## config.mk

```make
export PLATFORM = sky130hd
export DESIGN_NAME = fetch_unit
export DESIGN_NICKNAME = d
export VERILOG_FILES = /design/src/rtl/fetch_unit.sv
export SDC_FILE = /design/constraint.sdc
export NUM_CORES = 1
export LEC_CHECK = 0
export CORE_MARGIN = 1
export CORE_UTILIZATION = 35
export CTS_CLUSTER_SIZE = 10
export DETAILED_ROUTE_END_ITERATION = 8
export PLACE_DENSITY = 0.62
export SLEW_MARGIN = 10
export SYNTH_ARGS = -nofsm -noshare
export SYNTH_HDL_FRONTEND = slang
export SYNTH_SLANG_ARGS = --single-unit
```

## constraint.sdc

```tcl
create_clock -name clk -period 4.3 [get_ports clk]
set_input_delay 0.645 -clock clk [delete_from_list [all_inputs] [get_ports clk]]
set_output_delay 0.645 -clock clk [all_outputs]
set_load 0.005 [all_outputs]
```

## src/rtl/fetch_unit.sv

```systemverilog
// Instruction fetch stage: owns the PC, issues word-aligned fetches under a
// credit limit, tracks in-flight addresses, buffers returned words with their
// PCs and hands them to decode. A redirect flushes the buffer and marks the
// responses still in flight as stale so they are dropped on arrival.
module fetch_unit #(
    parameter logic [31:0] RESET_PC = 32'h0000_0000,
    parameter int          DEPTH    = 2
) (
    input  logic        clk,
    input  logic        rst_n,
    output logic        imem_req_valid,
    input  logic        imem_req_ready,
    output logic [31:0] imem_req_addr,
    input  logic        imem_rsp_valid,
    input  logic [31:0] imem_rsp_data,
    input  logic        redirect_valid,
    input  logic [31:0] redirect_pc,
    output logic        instr_valid,
    input  logic        instr_ready,
    output logic [31:0] instr,
    output logic [31:0] instr_pc
);
    localparam int          PW        = $clog2(DEPTH);
    localparam int          CW        = PW + 1;
    localparam logic [CW:0] DEPTH_OCC = DEPTH[CW:0];

    logic [31:0]   pc;
    logic [CW-1:0] inflight;
    logic [CW-1:0] discard;
    logic [CW-1:0] count;
    logic [PW-1:0] aq_wr;
    logic [PW-1:0] aq_rd;
    logic [PW-1:0] fq_wr;
    logic [PW-1:0] fq_rd;
    logic [31:0]   aq_addr [DEPTH];
    logic [31:0]   fq_data [DEPTH];
    logic [31:0]   fq_pc   [DEPTH];
    logic [CW:0]   occupancy;
    logic          req_fire;
    logic          rsp_take;
    logic          rsp_drop;
    logic          push;
    logic          pop;

    // Fetch addresses are always word aligned, so the low redirect bits are dropped.
    logic unused_redirect_low;
    assign unused_redirect_low = ^redirect_pc[1:0];

    // Every in-flight fetch holds a buffer slot in reserve, so the buffer can never overflow.
    assign occupancy      = {1'b0, inflight} + {1'b0, count};
    assign imem_req_valid = rst_n && (occupancy < DEPTH_OCC) && !redirect_valid;
    assign imem_req_addr  = pc;
    assign req_fire       = imem_req_valid && imem_req_ready;

    // A response with nothing outstanding is ignored; stale or redirect-cycle responses are dropped.
    assign rsp_take = imem_rsp_valid && (inflight != '0);
    assign rsp_drop = rsp_take && (redirect_valid || (discard != '0));
    assign push     = rsp_take && !rsp_drop;

    assign instr_valid = (count != '0);
    assign pop         = instr_valid && instr_ready && !redirect_valid;
    assign instr       = fq_data[fq_rd];
    assign instr_pc    = fq_pc[fq_rd];

    // Program counter: a redirect wins, otherwise step one word per accepted request.
    always_ff @(posedge clk or negedge rst_n) begin
        if (!rst_n) begin
            pc <= RESET_PC;
        end else if (redirect_valid) begin
            pc <= {redirect_pc[31:2], 2'b00};
        end else if (req_fire) begin
            pc <= pc + 32'd4;
        end
    end

    // Outstanding-request bookkeeping: in-flight count, stale count and address queue pointers.
    always_ff @(posedge clk or negedge rst_n) begin
        if (!rst_n) begin
            inflight <= '0;
            discard  <= '0;
            aq_wr    <= '0;
            aq_rd    <= '0;
        end else begin
            case ({req_fire, rsp_take})
                2'b10:   inflight <= inflight + 1'b1;
                2'b01:   inflight <= inflight - 1'b1;
                default: inflight <= inflight;
            endcase
            if (redirect_valid) begin
                discard <= inflight - {{(CW-1){1'b0}}, rsp_take};
            end else if (rsp_take && (discard != '0)) begin
                discard <= discard - 1'b1;
            end
            if (req_fire) begin
                aq_wr <= aq_wr + 1'b1;
            end
            if (rsp_take) begin
                aq_rd <= aq_rd + 1'b1;
            end
        end
    end

    // Address queue storage: remember the PC of each issued fetch in issue order.
    always_ff @(posedge clk or negedge rst_n) begin
        if (!rst_n) begin
            for (int i = 0; i < DEPTH; i++) begin
                aq_addr[i] <= '0;
            end
        end else if (req_fire) begin
            aq_addr[aq_wr] <= pc;
        end
    end

    // Instruction buffer control: a redirect empties it, otherwise push/pop move the pointers.
    always_ff @(posedge clk or negedge rst_n) begin
        if (!rst_n) begin
            fq_wr <= '0;
            fq_rd <= '0;
            count <= '0;
        end else if (redirect_valid) begin
            fq_wr <= '0;
            fq_rd <= '0;
            count <= '0;
        end else begin
            if (push) begin
                fq_wr <= fq_wr + 1'b1;
            end
            if (pop) begin
                fq_rd <= fq_rd + 1'b1;
            end
            case ({push, pop})
                2'b10:   count <= count + 1'b1;
                2'b01:   count <= count - 1'b1;
                default: count <= count;
            endcase
        end
    end

    // Instruction buffer storage: the word is paired with the oldest outstanding fetch address.
    always_ff @(posedge clk or negedge rst_n) begin
        if (!rst_n) begin
            for (int i = 0; i < DEPTH; i++) begin
                fq_data[i] <= '0;
                fq_pc[i]   <= '0;
            end
        end else if (push) begin
            fq_data[fq_wr] <= imem_rsp_data;
            fq_pc[fq_wr]   <= aq_addr[aq_rd];
        end
    end
endmodule

```

==> flow_summary.toml <==
[status]
outcome = "complete, but fails checks"
violations = "DRC"

[yosys]
ys_ff_latch = 224
async_reset_ff_frac = 1.00
synth_edf_count = 0
yosysUniqueCellTypes = 42
synth_flop_cell = "dfrtp_1"
ys_seq_area_frac = 0.549
yosys_warnings = 0
netlist_area_um2 = 10200
synth_area_per_cell_um2 = 13.4
synthCells = 761

[die]
dieArea_um2 = 29900
core-area_um2 = 28700
num_rows = 62
io_pins = 168
die_w_um = 173
die_h_um = 173
start_util = 0.356

[sta]
tns_ns = 0
period_share = 0.821
slew_viol_final = 0
worst_slew_pin_slew_ns = 1.06
relSlewSlack = 0.293
fmax_mhz = 283
rsz0062_at_grt = "no"
finalClockSkew_ns = 0.0202
hold-worst-slack_ns = 0.472
finalHoldViolCount = 0
setup_violations = 0
layout_min_cycle_time_ns = 3.53

[drt]
wire_per_inst_um = 18.2
firstDrtPassIters = 6
first_iter_violations = 378
ant_nets = 0
vias = 6550
via_per_inst = 4.99
drc = 2
wirelength_um = 23800

[clocking]
root_buffer = "clkbuf_16"
clockBufferDepth = 3
cts_setup_buffers = 0
clock_latency_ns = 0.53
cts_tree = "yes"
clkSinkCount = 224
htree_levels = 1
cts_inserted_buffers = 27
path_clk_slew_ns = 0.06

[critical_path]
startpoint = "inflight[0]$_DFFE_PN0P_"
crit_path_end = "aq_addr[44]$_DFFE_PN0P_"
crit_path_end_kind = "flip-flop"
reg2reg_to = "aq_addr[44]$_DFFE_PN0P_"
crit_path_start_kind = "flip-flop"
required_ns = 4.70
r2r-start = "inflight[0]$_DFFE_PN0P_"
critPathArrivalTime_ns = 3.93
worstSetupPathType = "reg -> reg"
critical_path.cell_chain = "and2_1 > fa_1 > nor4bb_1 > nand2_1 > nor2_4 > buf_4 > mux2_2"
r2r_setup_slack_ns = 0.77
reg2reg_depth = 7
max_stage_delay_ns = 0.77
crit_fanout = 18
critPathSlowestCell = "nor4bb_1"

[final_layout]
drive_gt1_frac = 0.350
post-route-cell-area_um2 = 13000
finalNetCount = 993
final_common_cell = "mux2_2"
mostFrequentLayoutCells = "272 x mux2_2, 223 x dfrtp_1, 160 x clkdlybuf4s50_1"
area_delta_synth_final_pct = 27.2

[power]
power_frac_clock = 0.249
ir_drop_mv = 0.306
pwr-share-comb = 0.325
p_per_area_nw_per_um2 = 616
p_leak_nw = 5.47
switchingPower_w = 0.00217
p_seq_frac = 0.427
power.share.switching = 0.271
internal-power_w = 0.00583

[grt]
grt_pass1_vias = 6798
grtUsageTotal = 0.161
grt_pass1_wl_um = 38500
grt_start_max_net_pins = 187
grt-ovfl-total = 0
antenna_found_initial = 1

[place]
place_area_um2 = 12200
gp_congestion = 0.736
hpwlAfterDp_um = 15100
port_buffers = 161

[hold_path]
min_path_type = "reg -> reg"

[job]
cap_violations = 0
## critical path: cells and delay by family, from the launching register on
family	cells	cell delay, ns
and+or+nand+nor	4	1.68
DFF	1	0.45
adders and majority gates	1	0.48
muxes	1	0.38
buffers and inverters	1	0.41
## cell type report
type                    instances  area [um^2]
repair buffers                173         1720
diodes                          2         5.00
flip-flops and latches        224         5610
fillers                      2633        15700
well taps                     384          480
inverters                      11         41.3
clock inverters                 3         18.8
multi-input cells             481         4380
clock buffers                  34          732
## flip-flops by register name, indices dropped and copies added (netlist names)
name	cells
fq_data	64
discard	2
aq_addr	60
fq_wr	1
aq_wr	1
inflight	2
imem_req_addr	30
aq_rd	1
fq_rd	1
count	2
fq_pc	60
## worst min-delay path by stage
stage	startpoint	endpoint	slack (ns)	cells past startpoint
2_1_floorplan	rst_n	aq_addr[10]$_DFFE_PN0P_	0.35	0
3_3_place_gp	aq_addr[19]$_DFFE_PN0P_	aq_addr[19]$_DFFE_PN0P_	0.46	2
3_5_place_dp	aq_addr[13]$_DFFE_PN0P_	aq_addr[13]$_DFFE_PN0P_	0.46	2
4_1_cts	aq_addr[13]$_DFFE_PN0P_	aq_addr[13]$_DFFE_PN0P_	0.48	2
5_1_grt	aq_addr[10]$_DFFE_PN0P_	aq_addr[10]$_DFFE_PN0P_	0.50	2
6_report	aq_addr[13]$_DFFE_PN0P_	aq_addr[13]$_DFFE_PN0P_	0.47	2
## cell families after synthesis
family                     count (synthesis)  synth area share
AOI/OAI and AO/OA                         61            0.0370
xor gates and xnor gates                  19            0.0163
adders and majority gates                  5           0.00686
buffers and inverters                     59            0.0255
DFF                                      224             0.549
muxes                                    275             0.303
other                                      1          0.000367
and+or+nand+nor                          117            0.0620
## power groups by stage
stage | clock [W] | sequential (W) | combinational (W)
2_1_floorplan | 0 | 0.00324 | 0.00164
3_3_place_gp | 0 | 0.00342 | 0.00258
3_5_place_dp | 0 | 0.00346 | 0.00262
4_1_cts | 0.00205 | 0.00343 | 0.00264
5_1_grt | 0.00213 | 0.00354 | 0.00282
6_report | 0.00199 | 0.00341 | 0.00260
## what timing repair did
action / CTS / global route
endpoints found under the hold margin: 19 / 0
resized for setup: 0 / 0
hold buffers: 1 / 0
## cells in the mapped netlist, types with 6 or more instances
cell / count / share of area
mux2_2: 272 / 0.30
dfrtp_1: 224 / 0.55
nand2_1: 28 / 0.010
nor2_1: 26 / 0.0096
clkbuf_1: 23 / 0.0085
o21ai_0: 22 / 0.011
a31oi_1: 19 / 0.012
or4_1: 17 / 0.012
o31ai_1: 16 / 0.012
buf_2: 13 / 0.0064
xnor2_1: 13 / 0.011
inv_1: 10 / 0.0037
nand3_1: 10 / 0.0049
nand4_1: 8 / 0.0049
buf_1: 7 / 0.0026
xor2_1: 6 / 0.0051
## per-layer routing
layer / GRT usage / up-vias / share of wire / routed length (um)
met5: 0 / - / 0 / 0
met2: 0.256 / 187 / 0.45 / 10600
met4: 0.0420 / 0 / 0.023 / 556
met3: 0.0325 / 39 / 0.052 / 1230
met1: 0.225 / 3273 / 0.48 / 11400
li1: - / 3051 / - / -
## stage by stage
stage                      util  power (W)  std cells  worst slack (ns)
final                     0.452    0.00799       1312             0.771
after global placement    0.426    0.00600       1272             0.876
after CTS                 0.452    0.00811       1310             0.854
after detailed placement  0.426    0.00607       1272             0.866
after global routing      0.452    0.00849       1310             0.664
after floorplan               -    0.00488        764              1.63
(Power assumes the default switching activity.)
